## src/rtl/seg_pkg.sv

```systemverilog
// Shared types and constants for the seven-segment scan decoder.
// The glyph table lists the active-high gfedcba patterns for nibbles 0..F.
package seg_pkg;

    typedef enum logic [1:0] {
        IDLE   = 2'd0,
        SETTLE = 2'd1,
        HOLD   = 2'd2
    } state_e;

    localparam int NUM_DIGITS = 8;

    localparam int SEG_A  = 0;
    localparam int SEG_B  = 1;
    localparam int SEG_C  = 2;
    localparam int SEG_D  = 3;
    localparam int SEG_E  = 4;
    localparam int SEG_F  = 5;
    localparam int SEG_G  = 6;
    localparam int SEG_DP = 7;

    localparam logic [6:0] GLYPH_TABLE [16] = '{
        7'h3F, 7'h06, 7'h5B, 7'h4F, 7'h66, 7'h6D, 7'h7D, 7'h07,
        7'h7F, 7'h6F, 7'h77, 7'h7C, 7'h39, 7'h5E, 7'h79, 7'h71
    };

endpackage

```

## src/rtl/seg7_glyph_decode.sv

```systemverilog
// Combinational glyph-to-nibble lookup; unknown patterns give nibble 0 with err set.
module seg7_glyph_decode
    import seg_pkg::*;
(
    input  logic [6:0] pattern_i,
    output logic       err_o,
    output logic [3:0] nibble_o
);

    logic [15:0] match_s;

    // Match against every table entry and OR the hit index into the nibble
    always_comb begin
        match_s  = 16'h0000;
        nibble_o = 4'h0;
        for (int i = 0; i < 16; i++) begin
            match_s[i] = (pattern_i == GLYPH_TABLE[i]);
            nibble_o   = nibble_o | (match_s[i] ? 4'(i) : 4'h0);
        end
        err_o = ~(|match_s);
    end

endmodule

```

## src/rtl/seg_scan_decoder.sv

```systemverilog
// Passive reader for a multiplexed 8-digit seven-segment bus: waits for each
// digit slot to settle, decodes the glyph and assembles complete 32-bit frames.
module seg_scan_decoder
    import seg_pkg::*;
#(
    parameter int STABLE_CYCLES  = 4,
    parameter bit CTL_ACTIVE_LOW = 1'b1,
    parameter bit SEG_ACTIVE_LOW = 1'b1
) (
    input  logic        i_clk,
    input  logic        i_rst,
    input  logic [7:0]  i_ctl,
    input  logic [7:0]  i_disp,
    output logic [31:0] o_value,
    output logic [7:0]  o_dp,
    output logic [7:0]  o_err,
    output logic        o_frame,
    output logic        o_digit_stb,
    output logic [2:0]  o_digit_idx,
    output logic [3:0]  o_digit_val
);

    localparam int              CW         = $clog2(STABLE_CYCLES + 1);
    localparam logic [CW-1:0]   CNT_TARGET = CW'(STABLE_CYCLES);
    localparam logic [CW-1:0]   CNT_ONE    = CW'(1);
    localparam logic [7:0]      CTL_IDLE   = CTL_ACTIVE_LOW ? 8'hFF : 8'h00;
    localparam logic [7:0]      SEG_IDLE   = SEG_ACTIVE_LOW ? 8'hFF : 8'h00;

    logic [7:0]    ctl_q, disp_q, prev_ctl_q, prev_seg_q;
    state_e        state_q, state_d;
    logic [CW-1:0] cnt_q, cnt_d;
    logic [7:0]    seen_q, seen_d;
    logic [31:0]   digit_q, digit_d;
    logic [7:0]    dp_sh_q, dp_sh_d, err_sh_q, err_sh_d;
    logic [31:0]   value_q, value_d;
    logic [7:0]    dp_q, dp_d, err_q, err_d;
    logic          frame_q, frame_d, stb_q, stb_d;
    logic [2:0]    idx_q, idx_d;
    logic [3:0]    val_q, val_d;

    logic [7:0]    ctl_n_s, seg_n_s, seen_next_s;
    logic [2:0]    idx_s;
    logic          slot_valid_s, same_s, capture_s, glyph_err_s;
    logic [3:0]    glyph_nib_s;

    assign ctl_n_s      = ctl_q ^ {8{CTL_ACTIVE_LOW}};
    assign seg_n_s      = disp_q ^ {8{SEG_ACTIVE_LOW}};
    assign slot_valid_s = $onehot(ctl_n_s);
    assign same_s       = (ctl_n_s == prev_ctl_q) && (seg_n_s == prev_seg_q);

    seg7_glyph_decode u_glyph (
        .pattern_i (seg_n_s[6:0]),
        .err_o     (glyph_err_s),
        .nibble_o  (glyph_nib_s)
    );

    // Encode the one-hot digit select into an index
    always_comb begin
        idx_s = 3'd0;
        for (int i = 0; i < NUM_DIGITS; i++) begin
            idx_s = idx_s | (ctl_n_s[i] ? 3'(i) : 3'd0);
        end
    end

    // Settle FSM, shadow update and frame assembly
    always_comb begin
        state_d     = state_q;
        cnt_d       = cnt_q;
        capture_s   = 1'b0;
        seen_d      = seen_q;
        seen_next_s = seen_q;
        digit_d     = digit_q;
        dp_sh_d     = dp_sh_q;
        err_sh_d    = err_sh_q;
        value_d     = value_q;
        dp_d        = dp_q;
        err_d       = err_q;
        frame_d     = 1'b0;
        stb_d       = 1'b0;
        idx_d       = idx_q;
        val_d       = val_q;

        case (state_q)
            IDLE: begin
                if (slot_valid_s) begin
                    cnt_d   = CNT_ONE;
                    state_d = SETTLE;
                end else begin
                    state_d = IDLE;
                end
            end
            SETTLE: begin
                if (!same_s || !slot_valid_s) begin
                    state_d = IDLE;
                end else if (cnt_q == CNT_TARGET) begin
                    capture_s = 1'b1;
                    state_d   = HOLD;
                end else begin
                    cnt_d = cnt_q + CNT_ONE;
                end
            end
            HOLD: begin
                if (!same_s) begin
                    state_d = IDLE;
                end else begin
                    state_d = HOLD;
                end
            end
            default: begin
                state_d = IDLE;
            end
        endcase

        if (capture_s) begin
            digit_d[idx_s*4 +: 4] = glyph_nib_s;
            dp_sh_d[idx_s]        = seg_n_s[SEG_DP];
            err_sh_d[idx_s]       = glyph_err_s;
            stb_d                 = 1'b1;
            idx_d                 = idx_s;
            val_d                 = glyph_nib_s;
            seen_next_s           = seen_q | 8'(8'b1 << idx_s);
            // The completing digit is folded in before the frame is published
            if (seen_next_s == 8'hFF) begin
                value_d = digit_d;
                dp_d    = dp_sh_d;
                err_d   = err_sh_d;
                frame_d = 1'b1;
                seen_d  = 8'h00;
            end else begin
                seen_d  = seen_next_s;
            end
        end else begin
            seen_d = seen_q;
        end
    end

    // State, input and output registers with synchronous reset
    always_ff @(posedge i_clk) begin
        if (i_rst) begin
            ctl_q      <= CTL_IDLE;
            disp_q     <= SEG_IDLE;
            prev_ctl_q <= 8'h00;
            prev_seg_q <= 8'h00;
            state_q    <= IDLE;
            cnt_q      <= '0;
            seen_q     <= 8'h00;
            digit_q    <= 32'h0000_0000;
            dp_sh_q    <= 8'h00;
            err_sh_q   <= 8'h00;
            value_q    <= 32'h0000_0000;
            dp_q       <= 8'h00;
            err_q      <= 8'h00;
            frame_q    <= 1'b0;
            stb_q      <= 1'b0;
            idx_q      <= 3'd0;
            val_q      <= 4'h0;
        end else begin
            ctl_q      <= i_ctl;
            disp_q     <= i_disp;
            prev_ctl_q <= ctl_n_s;
            prev_seg_q <= seg_n_s;
            state_q    <= state_d;
            cnt_q      <= cnt_d;
            seen_q     <= seen_d;
            digit_q    <= digit_d;
            dp_sh_q    <= dp_sh_d;
            err_sh_q   <= err_sh_d;
            value_q    <= value_d;
            dp_q       <= dp_d;
            err_q      <= err_d;
            frame_q    <= frame_d;
            stb_q      <= stb_d;
            idx_q      <= idx_d;
            val_q      <= val_d;
        end
    end

    assign o_value     = value_q;
    assign o_dp        = dp_q;
    assign o_err       = err_q;
    assign o_frame     = frame_q;
    assign o_digit_stb = stb_q;
    assign o_digit_idx = idx_q;
    assign o_digit_val = val_q;

endmodule

```

## config.mk

```make
export PLATFORM = sky130hd
export DESIGN_NAME = seg_scan_decoder
export DESIGN_NICKNAME = d
export VERILOG_FILES = /design/src/rtl/seg_pkg.sv /design/src/rtl/seg7_glyph_decode.sv /design/src/rtl/seg_scan_decoder.sv
export SDC_FILE = /design/constraint.sdc
export NUM_CORES = 1
export LEC_CHECK = 0
export ABC_AREA = 1
export BUFFER_PORTS_ARGS = -buffer_cell sky130_fd_sc_hd__buf_4
export CORE_MARGIN = 4
export CORE_UTILIZATION = 55
export DETAILED_ROUTE_END_ITERATION = 16
export HOLD_SLACK_MARGIN = 0.05
export PLACE_DENSITY = 0.75
export SYNTH_ARGS = -nofsm -noshare
export SYNTH_HDL_FRONTEND = slang
export SYNTH_HIERARCHICAL = 1
export SYNTH_SLANG_ARGS = --single-unit
```

## constraint.sdc

```tcl
create_clock -name i_clk -period 4.48 [get_ports i_clk]
set_input_delay 0.672 -clock i_clk [delete_from_list [all_inputs] [get_ports i_clk]]
set_output_delay 0.672 -clock i_clk [all_outputs]
set_load 0.005 [all_outputs]
```

# Word-level counts from Yosys, hierarchy flattened
# Index checks and enable logic that the tools add are counted.
dict set report classes {
  n_reduce_logical 11
  n_mul 0
  div_mod_pow 0
  bitwise_logic 25
  shift 3
  order_cmp 2
  add_sub_neg 9
  n_mux 42
  eq_ne 27
}
# operator n
set op_table {}
lappend op_table {{$eq A7 B7 Y1 const B} 12}
lappend op_table {{$or A4 B4 Y4} 14}
lappend op_table {{$neg A5 Y34} 1}
lappend op_table {{$shift A4 B34 Y32 const A} 1}
lappend op_table {{$shiftx A4 B34 Y32} 1}
lappend op_table {{$mux W3} 11}
lappend op_table {{$bwmux W32} 1}
lappend op_table {{$mux W4} 8}
lappend op_table {{$bwmux W8} 2}
lappend op_table {{$eq A8 B8 Y1} 2}
lappend op_table {{$not A8 Y8} 2}
lappend op_table {{$reduce_or A16 Y1} 1}
lappend op_table {{$eq A7 B3 Y1 const B} 2}
lappend op_table {{$eq A7 B6 Y1 const B} 2}
lappend op_table {{$mux W2} 7}
lappend op_table {{$mux W1} 9}
lappend op_table {{$or A3 B3 Y3} 3}
lappend op_table {{$add A1 B1 Y2} 4}
lappend op_table {{$eq A8 B8 Y1 const B} 1}
lappend op_table {{$mux W8} 1}
lappend op_table {{$or A8 B8 Y8} 1}
lappend op_table {{$shl A1 B3 Y8 const A} 1}
lappend op_table {{$add A2 B2 Y3} 2}
lappend op_table {{$ne A2 B2 Y1 const B} 3}
lappend op_table {{24 further kinds} 27}
dict set report totals {
  ff_bits 150
  elab_cells 136
  ramBits 0
  mem_count 0
  latch_bits 0
  romBits 0
}

# Longest topological paths before layout
dict set report depth {
  depth_word 19
  ltp_mapped 17
}

# Modules after synthesis
# Netlist, hierarchy kept.
# module area_each_um2 n_inst cells_per_inst seq_area_each_um2
set modules_own_cells {}
lappend modules_own_cells {seg_scan_decoder 6961.7 1 1020 3002.9}
lappend modules_own_cells {seg7_glyph_decode 341.6 1 75 0.0}

# Worst setup path before layout
# No wires, ideal clock.
dict set report synth_timing {
  path_kind {register to register}
  startpoint {register ctl_q[3]}
  endpoint {register value_q[29] (netlist: o_value[29])}
  path_slack_ns 0.533
  arrival_ns 3.833
  setup_ns 0.114
  synth_period_minus_slack_ns 3.947
  path_stages_with_launch 18
  path_buffers 2
  required_ns 4.366
  cell_sequence {dfxtp_1 > fa_1 > inv_1 > fa_1 > fa_1 > ha_1 > inv_1 > fa_1 > nand2_1 > o21bai_1 > a21oi_1 > inv_1 > nor2_1 > nand4_2 > buf_6 > buf_6 > nand3_1 > nand2_1}
}
dict set report synth_via {
  elab_chain_cells 11
  word_cells_on_any_way 26
  classes_between {4 x add/sub; 3 x eq/ne; 3 x shift; 4 x mux; 7 x bitwise; 5 x reduce/logical}
}
# element line
set synth_lines {}
lappend synth_lines {{start, declared} seg_scan_decoder.sv:29} ;# logic [7:0] ctl_q, disp_q, prev_ctl_q, prev_seg_q;
lappend synth_lines {{start signal, assigned} seg_scan_decoder.sv:158} ;# ctl_q <= i_ctl;
lappend synth_lines {{$not A8 Y8 (no source line) *} n/a}
lappend synth_lines {{branches (longest 10 deep; another with $neg A5 Y34)} n/a}
lappend synth_lines {{end signal, assigned} seg_scan_decoder.sv:168} ;# value_q <= value_d;
lappend synth_lines {{end, declared} seg_scan_decoder.sv:35} ;# logic [31:0] value_q, value_d;
# Every way passes the cells marked *.
# A chain may end at the register's enable or synchronous reset.

# Worst setup path in the final report
dict set report layout_timing {
  startpoint {register ctl_q[3]}
  endpoint {register seen_q[2]}
}
dict set report layout_via {
  elab_chain_cells 11
  word_cells_on_any_way 22
  classes_between {3 x add/sub; 3 x eq/ne; 1 x shift; 4 x mux; 7 x bitwise; 4 x reduce/logical}
}
# element line
set layout_lines {}
lappend layout_lines {{$not A8 Y8 (no source line) *} n/a}
lappend layout_lines {{branches (longest 10 deep; another with $add A3 B3 Y4)} n/a}
lappend layout_lines {{end signal, assigned} seg_scan_decoder.sv:164} ;# seen_q <= seen_d;
lappend layout_lines {{end, declared} seg_scan_decoder.sv:32} ;# logic [7:0] seen_q, seen_d;
# Marks and branches as above.

==> flow_metrics.env <==
export IMPL_status="completed"
export IMPL_drc_errors=0
export IMPL_grt_first_pass_wirelength_um=29300
export IMPL_timing_critical_path_arrival_ns=4.47
export IMPL_synth_cells=1095
export IMPL_fin_crit_sh=0.932
export IMPL_largest_net_degree_at_the_start_of_global_routing=79
export IMPL_clk_transition_reported_paths_ns=0.06
export IMPL_worst_r2r_endpoint="seen_q[2]"
export IMPL_whs_path_depth=2
export IMPL_worst_r2r_cell_count=17
export IMPL_worst_clock_skew_ns=0.00870
export IMPL_syn_area_um2=7300
export IMPL_cts_root_buf="clkbuf_16"
export IMPL_die_area_um2=15200
export IMPL_rsz_0062_raised_after_global_routing="no"
export IMPL_finalSetupViolations=0
export IMPL_remaining_global_route_overflow=0
export IMPL_initial_utilization=0.569
export IMPL_synth_nets=1128
export IMPL_tritoncts="yes"
export IMPL_startpoint_to_endpoint_class_of_the_critical_path="flop to flop"
export IMPL_port_buffer_count=74
export IMPL_hold_viol_final=0
export IMPL_place_congestion=0.851
export IMPL_timing_max_cap_violations=0
export IMPL_finalMaxSlewViolations=0
export IMPL_post_cts_resize_count=0
export IMPL_period_minus_slack_ns=4.18
export IMPL_clk_path_buf_depth=2
export IMPL_cts_post_setup_buffers_inserted=0
export IMPL_die_w_um=123
export IMPL_timing_hold_worst_start="i_ctl[6]"
export IMPL_total_leakage_power_nw=4.09
export IMPL_dr_first_iter_drc_count=591
export IMPL_insertion_delay_ns=0.42
export IMPL_final_antenna_net_count=0
export IMPL_vias=6784
export IMPL_dpl_hpwl_um=11800
export IMPL_wl_um=17400
export IMPL_nFillCells=1147
export IMPL_syn2layout_area_growth_pct=17.3
export IMPL_floorplan_core_area_um2=12800
export IMPL_cts_buffers_inserted=17
export IMPL_io_pins=75
export IMPL_worst_hold_path_endpoint="ctl_q[6]"
export IMPL_num_antenna_cells=0
export IMPL_post_cts_hold_buffer_count=0
export IMPL_critPathMaxFanout=49
export IMPL_numClockSinks=150
export IMPL_clock_tree_htree_level_count=4
export IMPL_final_nets=1186
export IMPL_rrSetupSlack_ns=0.30
export IMPL_layout_cell_share_with_drive_strength_beyond_1=0.150
export IMPL_dr_pass1_iters=5
export IMPL_worst_slew_margin_rel=0.233
export IMPL_setup_tns_ns=0
export IMPL_max_slew_worst_pin_slew_ns=1.15
export IMPL_via_per_inst=5.07
export IMPL_synth_avg_cell_area_um2=6.67
export IMPL_irDropWorstVdd_v=0.000298
export IMPL_hp_class="input port to flop"
export IMPL_core_rowCount=41
export IMPL_ffs_latches_synth=150
export IMPL_dpl_cell_count=1306
export IMPL_synth_top_cell_area_share=0.411
export IMPL_yosysWarnings=6
export IMPL_chipHeight_um=123
export IMPL_worst_ep_required_time_ns=4.78
export IMPL_end_kind="flop"
export IMPL_p_per_area_nw_per_um2=369
export IMPL_post_synthesis_cell_type_with_the_largest_combined_area="dfxtp_1"
export IMPL_netlist_top_cells_area="dfxtp_1 (41%), nand2_1 (17%), nand3_1 (10%), inv_1 (5.9%), nor2_1 (5.6%)"
export IMPL_number_of_antenna_violations_at_the_first_check_in_global_routing=0
export IMPL_grt_util_all_layers=0.239
export IMPL_layoutNonFillerInstCount=1338
export IMPL_route_detailed_wl_per_inst_um=13.0
export IMPL_synthDistinctLibCells=30
export IMPL_crit_reg2reg_launch="ctl_q[3]"
export IMPL_start_kind="flop"
export IMPL_first_global_vias=6100
export IMPL_max_clock_freq_ghz=0.239
export IMPL_synth_yosys_seq_area_share=0.411
==> worst max-delay path: stages, from the launching register on <==
cell,delay [ns]
dfxtp_1,0.46
fa_1,0.46
inv_1,0.08
fa_1,0.43
fa_1,0.50
ha_1,0.16
inv_1,0.05
fa_1,0.47
nand2_1,0.04
o21bai_1,0.14
a21oi_1,0.11
buf_4,0.16
inv_1,0.04
nor2_1,0.20
nand4_2,0.10
buf_4,0.31
nand2_1,0.25
nor2_1,0.08
==> cells in the mapped netlist, drive strengths merged <==
| library cell | number |
|---|---|
| buf | 19 |
| nor3 | 13 |
| dfxtp | 150 |
| xnor2 | 1 |
| ha | 11 |
| xor2 | 1 |
| o21bai | 1 |
| nand4 | 10 |
| o21ai | 64 |
| clkinv | 1 |
| nand3 | 151 |
| clkbuf | 28 |
| nor2 | 121 |
| or2 | 17 |
| fa | 4 |
| nand2 | 331 |
| inv | 123 |
| a21oi | 49 |
==> kinds of logic after synthesis <==
group,count (synthesis),share of synthesized area
AOI/OAI and AO/OA,114,0.0790
DFF,150,0.411
and+or+nand+nor,643,0.383
buffers and inverters,171,0.0944
xor gates and xnor gates,2,0.00240
adders and majority gates,15,0.0298
==> routing by layer <==
metal  track usage  routed length (um)
met3        0.0453                 862
met4        0.0678                 235
met5             0                   0
met1         0.337                8520
met2         0.377                7750
==> power breakdown <==
part	total, mW	internal [mW]	switching, mW	leakage, nW
Combinational	0.334	0.0956	0.239	2.58
Clock	1.45	0.894	0.554	0.287
Sequential	1.38	1.36	0.0198	1.22
==> metrics by stage <==
stage	area (um2)	util	hold slack [ns]	setup slack, ns	power [mW]
global placement	7960	0.620	0.436	0.455	1.73
CTS	8570	0.668	0.425	0.267	3.17
finish	8570	0.668	0.438	0.302	3.16
global route	8570	0.668	0.426	0.0547	3.28
floorplan	7300	-	0.426	0.533	1.64
detailed placement	7960	0.620	0.446	0.314	1.73
==> worst max path at each step <==
stage | start | end | slack [ns] | cells past startpoint
floorplan | ctl_q[3] | o_value[29] | 0.53 | 17
global placement | ctl_q[3] | seen_q[7] | 0.46 | 17
detailed placement | ctl_q[3] | seen_q[2] | 0.31 | 17
CTS | ctl_q[3] | seen_q[2] | 0.27 | 17
global route | ctl_q[3] | seen_q[2] | 0.05 | 17
finish | ctl_q[3] | seen_q[2] | 0.30 | 17
==> registers in the layout, indices dropped and copies added (netlist names) <==
| name | count |
|---|---|
| ctl_q | 8 |
| o_value | 32 |
| seen_q | 8 |
| o_digit_stb | 1 |
| o_digit_val | 4 |
| prev_seg_q | 8 |
| state_q | 2 |
| disp_q | 8 |
| cnt_q | 3 |
| o_dp | 8 |
| o_err | 8 |
| dp_sh_q | 8 |
| err_sh_q | 8 |
| prev_ctl_q | 8 |
| o_frame | 1 |
| o_digit_idx | 3 |
| digit_q | 32 |
==> area by class of cell <==
cell class                 count  area (um2)  share of cell area
multi-input combinational    774        3610               0.422
sequential                   150        3000               0.350
timing repair buffer          86         658              0.0768
clock buffer                  22         494              0.0577
inverter                     124         465              0.0543
tap                          172         215              0.0251
clock inverter                10         120              0.0140
==> cell usage in the layout, fill, tap and decap left out, drive strengths merged <==
cell type,n
xor2,1
fa,4
clkinv,3
or2,17
nor3,13
nor2,121
clkinvlp,5
nand3,151
clkbuf,22
o21ai,64
nand2,331
dfxtp,150
bufinv,2
ha,11
o21bai,1
xnor2,1
nand4,10
a21oi,49
buf,86
inv,124
Power figures use the tool's default switching activity.
